[src/rtl/load_align_unit_if.sv]
// Request, data-bus and response signals of load_align_unit, bundled with
// a slave view for the unit and a master view for the core/bus side.
interface load_align_unit_if #(
    parameter int XLEN   = 32,
    parameter int ADDR_W = 32
);
    logic              iReqValid;
    logic              oReqReady;
    logic [ADDR_W-1:0] iAddr;
    logic [2:0]        iFunct3;
    logic              oMemRead;
    logic [ADDR_W-1:0] oMemAddr;
    logic              iMemValid;
    logic              iMemErr;
    logic [XLEN-1:0]   iMemData;
    logic              oRespValid;
    logic              iRespReady;
    logic [XLEN-1:0]   oData;
    logic [1:0]        oErr;

    modport slave (
        input  iReqValid, iAddr, iFunct3, iMemValid, iMemErr, iMemData, iRespReady,
        output oReqReady, oMemRead, oMemAddr, oRespValid, oData, oErr
    );

    modport master (
        output iReqValid, iAddr, iFunct3, iMemValid, iMemErr, iMemData, iRespReady,
        input  oReqReady, oMemRead, oMemAddr, oRespValid, oData, oErr
    );
endinterface

[src/rtl/load_align_unit.sv]
// Sequential load unit: aligned bus reads, byte extraction and sign/zero extension.
// Define MISALIGNED_LOAD_EN to split misaligned loads over two beats; otherwise they fault.
module load_align_unit #(
    parameter int XLEN   = 32,
    parameter int ADDR_W = 32
) (
    input  logic              iCLK,
    input  logic              iRSTn,
    load_align_unit_if.slave  bus
);
    localparam int NB    = XLEN / 8;
    localparam int OFF_W = $clog2(NB);

    typedef enum logic [1:0] {IDLE, BEAT0, BEAT1, RESP} state_t;

    state_t            state, state_nxt;
    logic [OFF_W-1:0]  off_q;
    logic [2:0]        f3_q;
    logic [ADDR_W-1:0] maddr_q;
    logic [XLEN-1:0]   data_q;
    logic [1:0]        err_q;
    logic [OFF_W-1:0]  req_off;
    logic [1:0]        req_err;
    logic              split;

    function automatic logic [3:0] size_bytes(input logic [2:0] f3);
        case (f3[1:0])
            2'b00:   return 4'd1;
            2'b01:   return 4'd2;
            2'b10:   return 4'd4;
            default: return 4'd8;
        endcase
    endfunction

    function automatic logic illegal_f3(input logic [2:0] f3);
        return (f3 == 3'b111) || ((XLEN == 32) && ((f3 == 3'b011) || (f3 == 3'b110)));
    endfunction

    // Shift the beat pair down to the addressed byte, then extend by load type.
    function automatic logic [XLEN-1:0] extend_load(input logic [2*XLEN-1:0] pair,
                                                    input logic [OFF_W-1:0]  off,
                                                    input logic [2:0]        f3);
        logic [2*XLEN-1:0] sh;
        sh = pair >> {off, 3'b000};
        case (f3)
            3'b000:  return XLEN'($signed(sh[7:0]));
            3'b001:  return XLEN'($signed(sh[15:0]));
            3'b010:  return XLEN'($signed(sh[31:0]));
            3'b100:  return XLEN'(sh[7:0]);
            3'b101:  return XLEN'(sh[15:0]);
            3'b110:  return XLEN'(sh[31:0]);
            default: return sh[XLEN-1:0];
        endcase
    endfunction

    assign req_off = bus.iAddr[OFF_W-1:0];

    always_comb begin
        req_err = 2'b00;
        if (illegal_f3(bus.iFunct3)) begin
            req_err = 2'b10;
        end
`ifndef MISALIGNED_LOAD_EN
        else if ((req_off & OFF_W'(size_bytes(bus.iFunct3) - 4'd1)) != '0) begin
            req_err = 2'b01;
        end
`endif
    end

`ifdef MISALIGNED_LOAD_EN
    logic [XLEN-1:0] lo_q;

    assign split = (5'(off_q) + 5'(size_bytes(f3_q))) > 5'(NB);

    always_ff @(posedge iCLK) begin
        if (state == BEAT0 && bus.iMemValid) begin
            lo_q <= bus.iMemData;
        end
    end
`else
    assign split = 1'b0;
`endif

    always_ff @(posedge iCLK or negedge iRSTn) begin
        if (!iRSTn) begin
            state <= IDLE;
        end else begin
            state <= state_nxt;
        end
    end

    always_comb begin
        state_nxt = state;
        case (state)
            IDLE:    if (bus.iReqValid) state_nxt = (req_err != 2'b00) ? RESP : BEAT0;
            BEAT0:   if (bus.iMemValid) state_nxt = (!bus.iMemErr && split) ? BEAT1 : RESP;
`ifdef MISALIGNED_LOAD_EN
            BEAT1:   if (bus.iMemValid) state_nxt = RESP;
`endif
            RESP:    if (bus.iRespReady) state_nxt = IDLE;
            default: state_nxt = IDLE;
        endcase
    end

    // Request latch, bus address stepping and result registers.
    always_ff @(posedge iCLK or negedge iRSTn) begin
        if (!iRSTn) begin
            off_q   <= '0;
            f3_q    <= '0;
            maddr_q <= '0;
            data_q  <= '0;
            err_q   <= 2'b00;
        end else begin
            case (state)
                IDLE: if (bus.iReqValid) begin
                    off_q   <= req_off;
                    f3_q    <= bus.iFunct3;
                    maddr_q <= {bus.iAddr[ADDR_W-1:OFF_W], {OFF_W{1'b0}}};
                    data_q  <= '0;
                    err_q   <= req_err;
                end
                BEAT0: if (bus.iMemValid) begin
                    if (bus.iMemErr) begin
                        err_q <= 2'b11;
                    end else if (split) begin
                        maddr_q <= maddr_q + ADDR_W'(NB);
                    end else begin
                        data_q <= extend_load({{XLEN{1'b0}}, bus.iMemData}, off_q, f3_q);
                    end
                end
`ifdef MISALIGNED_LOAD_EN
                BEAT1: if (bus.iMemValid) begin
                    if (bus.iMemErr) begin
                        err_q <= 2'b11;
                    end else begin
                        data_q <= extend_load({bus.iMemData, lo_q}, off_q, f3_q);
                    end
                end
`endif
                default: ;
            endcase
        end
    end

    assign bus.oReqReady  = (state == IDLE);
    assign bus.oMemRead   = (state == BEAT0) || (state == BEAT1);
    assign bus.oRespValid = (state == RESP);
    assign bus.oMemAddr   = maddr_q;
    assign bus.oData      = data_q;
    assign bus.oErr       = err_q;
endmodule

[src/flat_wrapper.sv]
// flat-port wrapper written by rule: the top's interface ports become plain ports
module load_align_unit_flat 
#(
    parameter int XLEN   = 32,
    parameter int ADDR_W = 32
)
  (iCLK, iRSTn, bus_iReqValid, bus_iAddr, bus_iFunct3, bus_iMemValid, bus_iMemErr, bus_iMemData, bus_iRespReady, bus_oReqReady, bus_oMemRead, bus_oMemAddr, bus_oRespValid, bus_oData, bus_oErr);
  load_align_unit_if #(.XLEN(XLEN), .ADDR_W(ADDR_W)) bus_i ();
  input  logic iCLK;
  input  logic iRSTn;
  input wire logic [$bits(bus_i.iReqValid)-1:0] bus_iReqValid;
  input wire logic [$bits(bus_i.iAddr)-1:0] bus_iAddr;
  input wire logic [$bits(bus_i.iFunct3)-1:0] bus_iFunct3;
  input wire logic [$bits(bus_i.iMemValid)-1:0] bus_iMemValid;
  input wire logic [$bits(bus_i.iMemErr)-1:0] bus_iMemErr;
  input wire logic [$bits(bus_i.iMemData)-1:0] bus_iMemData;
  input wire logic [$bits(bus_i.iRespReady)-1:0] bus_iRespReady;
  output wire logic [$bits(bus_i.oReqReady)-1:0] bus_oReqReady;
  output wire logic [$bits(bus_i.oMemRead)-1:0] bus_oMemRead;
  output wire logic [$bits(bus_i.oMemAddr)-1:0] bus_oMemAddr;
  output wire logic [$bits(bus_i.oRespValid)-1:0] bus_oRespValid;
  output wire logic [$bits(bus_i.oData)-1:0] bus_oData;
  output wire logic [$bits(bus_i.oErr)-1:0] bus_oErr;
  assign bus_i.iReqValid = bus_iReqValid;
  assign bus_i.iAddr = bus_iAddr;
  assign bus_i.iFunct3 = bus_iFunct3;
  assign bus_i.iMemValid = bus_iMemValid;
  assign bus_i.iMemErr = bus_iMemErr;
  assign bus_i.iMemData = bus_iMemData;
  assign bus_i.iRespReady = bus_iRespReady;
  assign bus_oReqReady = bus_i.oReqReady;
  assign bus_oMemRead = bus_i.oMemRead;
  assign bus_oMemAddr = bus_i.oMemAddr;
  assign bus_oRespValid = bus_i.oRespValid;
  assign bus_oData = bus_i.oData;
  assign bus_oErr = bus_i.oErr;
  load_align_unit #(.XLEN(XLEN), .ADDR_W(ADDR_W)) u_core (.iCLK(iCLK), .iRSTn(iRSTn), .bus(bus_i));
endmodule
[config.mk]
export PLATFORM = sky130hd
export DESIGN_NAME = load_align_unit_flat
export DESIGN_NICKNAME = d
export VERILOG_FILES = /design/src/rtl/load_align_unit_if.sv /design/src/rtl/load_align_unit.sv /design/src/flat_wrapper.sv
export SDC_FILE = /design/constraint.sdc
export NUM_CORES = 1
export LEC_CHECK = 0
export BUFFER_PORTS_ARGS = -buffer_cell sky130_fd_sc_hd__buf_2
export CAP_MARGIN = 20
export CELL_PAD_IN_SITES_DETAIL_PLACEMENT = 1
export CELL_PAD_IN_SITES_GLOBAL_PLACEMENT = 1
export CORE_ASPECT_RATIO = 0.7
export CORE_MARGIN = 3
export CORE_UTILIZATION = 36
export DETAILED_ROUTE_END_ITERATION = 8
export PLACE_DENSITY = 0.77
export SYNTH_ARGS = -nofsm -noshare
export SYNTH_HDL_FRONTEND = slang
export SYNTH_SLANG_ARGS = --single-unit
[constraint.sdc]
create_clock -name iCLK -period 2.21 [get_ports iCLK]
set_input_delay 0.663 -clock iCLK [delete_from_list [all_inputs] [get_ports iCLK]]
set_output_delay 0.663 -clock iCLK [all_outputs]
set_load 0.03 [all_outputs]
## Yosys cells after proc, flatten, opt, wreduce, memory -nomap -nowiden

Index checks and enable logic that the tools add are counted.

- Bits of input ports: 73
- Register bits: 71
- Output and inout bits: 69

- Multiplexer cells: 18
- Shift operators: 1
- Bitwise logic cells: 1
- Equality and inequality tests: 16
- Reduce and logical (&&, ||, !) cells: 13
- $add $sub $neg: 1

Operators with widths:

| kind | number |
|---|---|
| $pmux W32 S4 | 1 |
| $mux W32 | 3 |
| $pmux W32 S2 | 1 |
| $shr A32 B5 Y32 | 1 |
| $mux W2 | 9 |
| $eq A3 B3 Y1 const B | 4 |
| $pmux W2 S3 | 2 |
| $ne A2 B2 Y1 const B | 5 |
| $reduce_and A4 Y1 | 2 |
| $eq A2 B2 Y1 const B | 3 |
| $reduce_bool A2 Y1 | 3 |
| $eq A2 B1 Y1 const B | 2 |
| $logic_not A2 Y1 | 2 |
| $pmux W2 S2 | 1 |
| $eq A3 B1 Y1 const B | 1 |
| $eq A3 B2 Y1 const B | 1 |
| $logic_not A3 Y1 | 1 |
| $logic_or A1 B1 Y1 | 3 |
| $reduce_and A3 Y1 | 1 |
| $and A2 B2 Y2 | 1 |
| $reduce_and A2 Y1 | 1 |
| $sub A2 B1 Y2 const B | 1 |
| $mux W1 | 1 |

## Depth between registers and ports, before layout

Gate-level depths: netlist of the first run.

- Depth in word-level cells: 13
- Mapped depth: 9
- Mapped depth without buffers: 6

## Worst setup path before layout of the first run

Ideal clock, no wire load.

- Kind: flip-flop to flip-flop
- From: reg u_core.state[0]
- To: reg u_core.data_q[21] (netlist: u_core.bus.oData[21])
- Required time: 2.143 ns
- Buffers on the path: 3
- Setup slack: 0.050 ns
- Arrival: 2.093 ns
- Period minus slack after synthesis: 2.160 ns
- Cell stages (with the launch flop): 10
- Cells stage by stage: dfrtp_1 > inv_1 > ha_1 > nor2b_4 > or3b_1 > buf_6 > nor4bb_1 > buf_4 > buf_6 > a221o_1

- Cells in the longest elaborated chain, start to end: 3

Ends and longest elaborated chain:

| what | line | text |
|---|---|---|
| from (decl) | load_align_unit.sv:16 | `state_t state, state_nxt;` |
| from (signal assigned) | load_align_unit.sv:88 | `state <= state_nxt;` |
| $logic_not A2 Y1 (*) | - |  |
| via bus_oReqReady | flat_wrapper.sv:18 | `output wire logic [$bits(bus_i.oReqReady)-1:0] bus_oReqReady;` |
| $ne A2 B2 Y1 (no line) or $reduce_bool A2 Y1 (tied branches) | - |  |
| $reduce_and A4 Y1 (no line) | - |  |
| to (signal assigned) | load_align_unit.sv:128 | `data_q <= extend_load({{XLEN{1'b0}}, bus.iMemData}, off_q, f3_q);` |
| to (decl) | load_align_unit.sv:20 | `logic [XLEN-1:0] data_q;` |

Mark *: on every way through the listed nets, which the timed path passes. The rest lies on a longest branch.
A chain may end at the register's enable or synchronous reset.

## Final worst setup path of the first run

- From: reg u_core.state[0]
- To: reg u_core.data_q[25] (netlist: u_core.bus.oData[25])

- Cells in the longest elaborated chain, start to end: 3

Ends and longest elaborated chain:

| what | line | text |
|---|---|---|
| $eq A2 B1 Y1 or $logic_not A2 Y1 (tied branches) | load_align_unit.sv:114 | `case (state)` |
| $ne A2 B2 Y1 (no line) or $reduce_bool A2 Y1 (tied branches) | - |  |
| $reduce_and A4 Y1 (no line) | - |  |

Several ways; a longest one is shown, not always the timed one.

==> results of run 1 <==
==> power breakdown <==
group | switching, uW | internal [uW] | total [uW]
sequential | 380 | 1910 | 2290
combinational | 2490 | 1440 | 3930
clock | 577 | 872 | 1450
total | 3440 | 4230 | 7670
==> synthesized netlist by cell type, drive strengths merged <==
cell and n:
clkbuf 14, o21ai 26, o32a 1, mux4 1
or3b 1, a211o 1, or2 1, nor2b 1
nand2b 2, a21oi 19, a221o 16, nand2 19
nor3b 1, inv 5, a221oi 1, nor3 1
nor4bb 1, mux2i 15, buf 8, a211oi 1
mux2 43, nor2 15, ha 3, dfrtp 71
o211ai 1, conb 1, nand3b 8, a21boi 1
nand3 1
==> logic make-up (layout without fill, tap and decap cells) <==
family	count (synthesis)	after routing	synth area share [%]
buffers and inverters	27	173	3.93
adders and majority gates	3	3	1.14
and+or+nand+nor	51	51	8.06
other	1	2	0.113
DFF	71	71	53.7
muxes	59	59	19.9
AOI/OAI and AO/OA	67	67	13.2
==> registers in the layout, indices dropped and copies added, names as in the netlist <==
| signal | flops |
|---|---|
| u_core.bus.oData | 32 |
| u_core.bus.oErr | 2 |
| u_core.bus.oMemAddr | 30 |
| u_core.f3_q | 3 |
| u_core.off_q | 2 |
| u_core.state | 2 |
==> area by class of cell <==
cell class / instances / area [sq um]
timing repair buffer: 152 / 846
fill: 995 / 4180
clock buffer: 9 / 225
multi-input combinational: 182 / 1420
sequential: 71 / 1780
tap: 120 / 150
clock inverter: 7 / 73.8
inverter: 5 / 18.8
==> critical path, delay by kind of cell (launching register included) <==
kind                       cells  cell delay (ps)
buffers and inverters          2              250
DFF                            1              400
and+or+nand+nor                3              950
adders and majority gates      1              250
AOI/OAI and AO/OA              1              130
==> timing repair <==
item,4_1_cts,5_1_grt
resized for setup,0,2
hold buffers,0,0
setup endpoints to repair,0,7
==> path summary, 6_finish.rpt <==
kind                                      start                endpoint  slack [ps]  cells past startpoint
hold reg to reg            u_core.bus.oData[13]    u_core.bus.oData[13]         490                      2
max in group asynchronous                 iRSTn  u_core.bus.oMemAddr[5]        1370                      2
min in group iCLK          u_core.bus.oData[13]    u_core.bus.oData[13]         490                      2
setup reg to reg                u_core.state[0]    u_core.bus.oData[25]         160                      7
hold / removal                            iRSTn    u_core.bus.oData[14]         280                      1
setup / recovery                u_core.state[0]    u_core.bus.oData[25]         160                      7
==> stage by stage <==
stage | hold slack (ps) | instances | cell area, sq um | setup WS (ps) | utilization [%]
2_1_floorplan | 367 | 280 | 3310 | 50.3 | -
3_3_place_gp | 461 | 530 | 4210 | 106 | 48.5
3_5_place_dp | 481 | 530 | 4210 | 34.9 | 48.5
4_1_cts | 291 | 546 | 4510 | 79.8 | 51.9
5_1_grt | 311 | 546 | 4510 | 92.9 | 51.9
6_report | 280 | 546 | 4510 | 163 | 51.9
==> routing by layer <==
metal / vias to the layer above / global-route usage, % / share of wire, %
li1: 1293 / - / -
met1: 1415 / 23.7 / 42
met2: 121 / 32.2 / 47
met4: 0 / 6.48 / 1.3
met5: - / 0 / 0
met3: 12 / 8.09 / 9.9
==> impl_metrics.env, run 1 <==
export IMPL_cts_tree="built"
export IMPL_hold_path_class="input port to async pin"
export IMPL_final_cell_mix="138 x buf_2, 71 x dfrtp_1, 43 x mux2_2, 26 x o21ai_0"
export IMPL_layout_commonest_cell="buf_2"
export IMPL_timing_final_crit_period_ps=2050
export IMPL_dp_hpwl_um=7340
export IMPL_die_h_um=86.2
export IMPL_skew_ps=4.57
export IMPL_end_kind="flop"
export IMPL_diodes=0
export IMPL_initial_core_util_pct=38.1
export IMPL_drive_above_1_share_pct=51.4
export IMPL_netlist_top_cells_area="dfrtp_1 54%, mux2_2 15%, a221o_1 4.8%, mux2i_1 4.5%, o21ai_0 3.9%"
export IMPL_rsz0062_at_grt="false"
export IMPL_grt_max_degree=39
export IMPL_p_leak_uw=0.00226
export IMPL_post_route_period_util_pct=92.6
export IMPL_seq_area_frac_synth_pct=53.7
export IMPL_htree_levels=3
export IMPL_finalSetupTns_ps=0
export IMPL_cts_root_buffer="clkbuf_16"
export IMPL_vias_per_cell=5.20
export IMPL_slew_violations=0
export IMPL_yosysWarningCount=0
export IMPL_grt_ovfl_total=0
export IMPL_yosysTopAreaCellShare_pct=53.7
export IMPL_yosysTopAreaCell="dfrtp_1"
export IMPL_ir_worst_vdd_mv=0.861
export IMPL_synthesis_area_sq_mm=0.00331
export IMPL_max_stage_delay_ps=440
export IMPL_avgSynthCellArea_sq_um=11.9
export IMPL_drv_cap=0
export IMPL_required_ps=2480
export IMPL_placementRows=28
export IMPL_synthDistinctLibCells=33
export IMPL_first_pass_iters=4
export IMPL_ant_nets=0
export IMPL_cts_buffer_depth=2
export IMPL_relSlewSlack_pct=65.3
export IMPL_cp_cell_sequence="inv_1 -> ha_1 -> nor2b_4 -> or3b_4 -> nor4bb_4 -> buf_12 -> a221o_1"
export IMPL_worstMarginPinSlew_ps=518
export IMPL_syn2layout_area_growth_pct=36.5
export IMPL_grt_pass1_wl_um=15800
export IMPL_grtUsageTotal_pct=19.6
export IMPL_worstSetupPathType="flop to flop"
export IMPL_dieArea_sq_mm=0.0104
export IMPL_finalNetCount=497
export IMPL_finalHoldViolations=0
export IMPL_outcome="finished clean"
export IMPL_cts_made_buffers=9
export IMPL_worstPathMaxFanout=16
export IMPL_vias=2841
export IMPL_gp_congestion=0.792
export IMPL_power_density_mw_per_mm2=1700
export IMPL_start_kind="flop"
export IMPL_crit_slowest_cell="or3b_4"
export IMPL_port_buffers=139
export IMPL_die_x_um=121
export IMPL_clock_latency_ps=340
export IMPL_fmax_mhz=489
export IMPL_wire_per_inst_um=17.8
export IMPL_routed_wl_um=9740
export IMPL_setup_viol=0
export IMPL_dr_first_iter_drc_count=125
export IMPL_crit_arrival_ps=2310
export IMPL_pin_count=142
export IMPL_ys_ff_latch=71
export IMPL_cts_sinks=71
export IMPL_cts_setup_buffers=0
export IMPL_grt_pass1_vias=3120
export IMPL_syn_inst=279
export IMPL_clkTransAtPathRegs_ps=60
export IMPL_antenna_found_initial=0
export IMPL_drc=0
export IMPL_core_area_sq_mm=0.00869
export IMPL_p_total_uw=7670
Power figures use the tool's default switching activity.
==> run 2, diff against run 1 <==
ABC_CLOCK_PERIOD_IN_PS = 2300   (was unset)
SLEW_MARGIN = 5   (was unset)
clock period = 2.3 ns   (was 2.21 ns; I/O delays follow)
==> impl_metrics.env, run 2 (synthesis gave the netlist of run 1 again) <==
export IMPL_dieArea_sq_mm=0.0104
export IMPL_core_area_sq_mm=0.00869
export IMPL_power_density_mw_per_mm2=1650
export IMPL_worstMarginPinSlew_ps=732
export IMPL_start_kind="flop"
export IMPL_cts_made_buffers=9
export IMPL_reg2reg_to="u_core.bus.oData[16]"
export IMPL_dr_first_iter_drc_count=212
export IMPL_layout_commonest_cell="buf_2"
export IMPL_grtUsageTotal_pct=18.9
export IMPL_end_kind="flop"
export IMPL_timing_final_crit_period_ps=2110
export IMPL_placementRows=28
export IMPL_vias=2790
export IMPL_n_fill_cell=990
export IMPL_cts_sinks=71
export IMPL_required_ps=2560
export IMPL_wire_per_inst_um=17.6
export IMPL_outcome="finished clean"
export IMPL_cts_buffer_depth=2
export IMPL_fin_hold_ws_ps=351
export IMPL_syn2layout_area_growth_pct=36.9
export IMPL_relSlewSlack_pct=51.2
export IMPL_htree_levels=3
export IMPL_r2r_start="u_core.state[0]"
export IMPL_r2r_cells=7
export IMPL_port_buffers=139
export IMPL_first_pass_iters=4
export IMPL_ant_nets=0
export IMPL_initial_core_util_pct=38.1
export IMPL_dp_hpwl_um=7240
export IMPL_cts_tree="built"
export IMPL_vias_per_cell=5.11
export IMPL_setup_viol=0
export IMPL_die_h_um=86.2
export IMPL_worstSetupPathType="flop to flop"
export IMPL_largest_register_ffs=32
export IMPL_post_route_period_util_pct=91.8
export IMPL_slew_violations=0
export IMPL_gp_congestion=0.810
export IMPL_p_total_uw=7460
export IMPL_grt_ovfl_total=0
export IMPL_fmax_mhz=474
export IMPL_cts_setup_buffers=0
export IMPL_routed_wl_um=9620
export IMPL_clkTransAtPathRegs_ps=60
export IMPL_rsz0062_at_grt="false"
export IMPL_finalSetupTns_ps=0
export IMPL_rrSetupSlack_ps=190
export IMPL_skew_ps=5.79
export IMPL_p_leak_uw=0.00228
export IMPL_worstPathMaxFanout=16
export IMPL_die_x_um=121
export IMPL_crit_arrival_ps=2370
export IMPL_grt_pass1_vias=3001
export IMPL_hold_path_class="input port to async pin"
export IMPL_drv_cap=0
export IMPL_final_cell_mix="138 x buf_2, 71 x dfrtp_1, 43 x mux2_2, 26 x o21ai_0"
export IMPL_pin_count=142
export IMPL_antenna_found_initial=0
export IMPL_finalHoldViolations=0
export IMPL_clock_latency_ps=330
export IMPL_finalNetCount=496
export IMPL_cts_root_buffer="clkbuf_16"
export IMPL_cts_hold_buf=0
export IMPL_drc=0
export IMPL_drive_above_1_share_pct=50.8
export IMPL_grt_pass1_wl_um=15300
export IMPL_grt_max_degree=42
export IMPL_cts_resized_gates=0
export IMPL_ir_worst_vdd_mv=0.858
run 2: cell type report:
type | count | area, sq um | area share, %
Sequential cell | 71 | 1780 | 39.2
Multi-Input combinational cell | 182 | 1420 | 31.3
Timing Repair Buffer | 151 | 838 | 18.5
Clock buffer | 10 | 239 | 5.28
Tap cell | 120 | 150 | 3.32
Clock inverter | 6 | 83.8 | 1.85
Inverter | 5 | 18.8 | 0.414
Antenna cell | 1 | 2.50 | 0.0553
run 2: per-layer routing:
layer  vias to the layer above  wire [um]  global-route usage, %  share of wire (%)
met2                       120       4280                   29.4                 45
li1                       1294          -                      -                  -
met1                      1362       4260                   24.2                 44
met5                         -          0                      0                  0
met3                        14        931                   7.83                9.7
met4                         0        144                   6.28                1.5
run 2: through the flow:
stage / area (sq um) / setup WS, ps / instances / util (%)
2_1_floorplan: 3310 / 140 / 280 / -
3_3_place_gp: 4200 / 180 / 529 / 48.4
3_5_place_dp: 4200 / 141 / 529 / 48.4
4_1_cts: 4530 / 174 / 545 / 52.1
5_1_grt: 4530 / 80.7 / 545 / 52.1
6_report: 4530 / 188 / 546 / 52.1
run 2: power breakdown:
part,total (uW),switching [uW],internal (uW)
combinational,3750,2380,1370
sequential,2210,375,1840
clock,1500,524,975
total,7460,3280,4180
run 2: how the worst max path moves through the flow:
stage,from,depth (start not counted),end
6_report,u_core.state[0],7,u_core.bus.oData[16]
5_1_grt,u_core.state[0],7,u_core.bus.oData[22]
2_1_floorplan,u_core.state[0],9,u_core.bus.oData[21]
3_5_place_dp,bus_iMemData[31],6,u_core.bus.oData[25]
4_1_cts,u_core.state[0],7,u_core.bus.oData[16]
3_3_place_gp,bus_iMemErr,6,u_core.bus.oData[22]
run 2: critical path: stages (launching register included):
cell and delay [ps]:
dfrtp_1 410, inv_1 70, ha_1 250, nor2b_4 160, or3b_1 480, nor4bb_4 370
buf_12 180, a221o_1 130
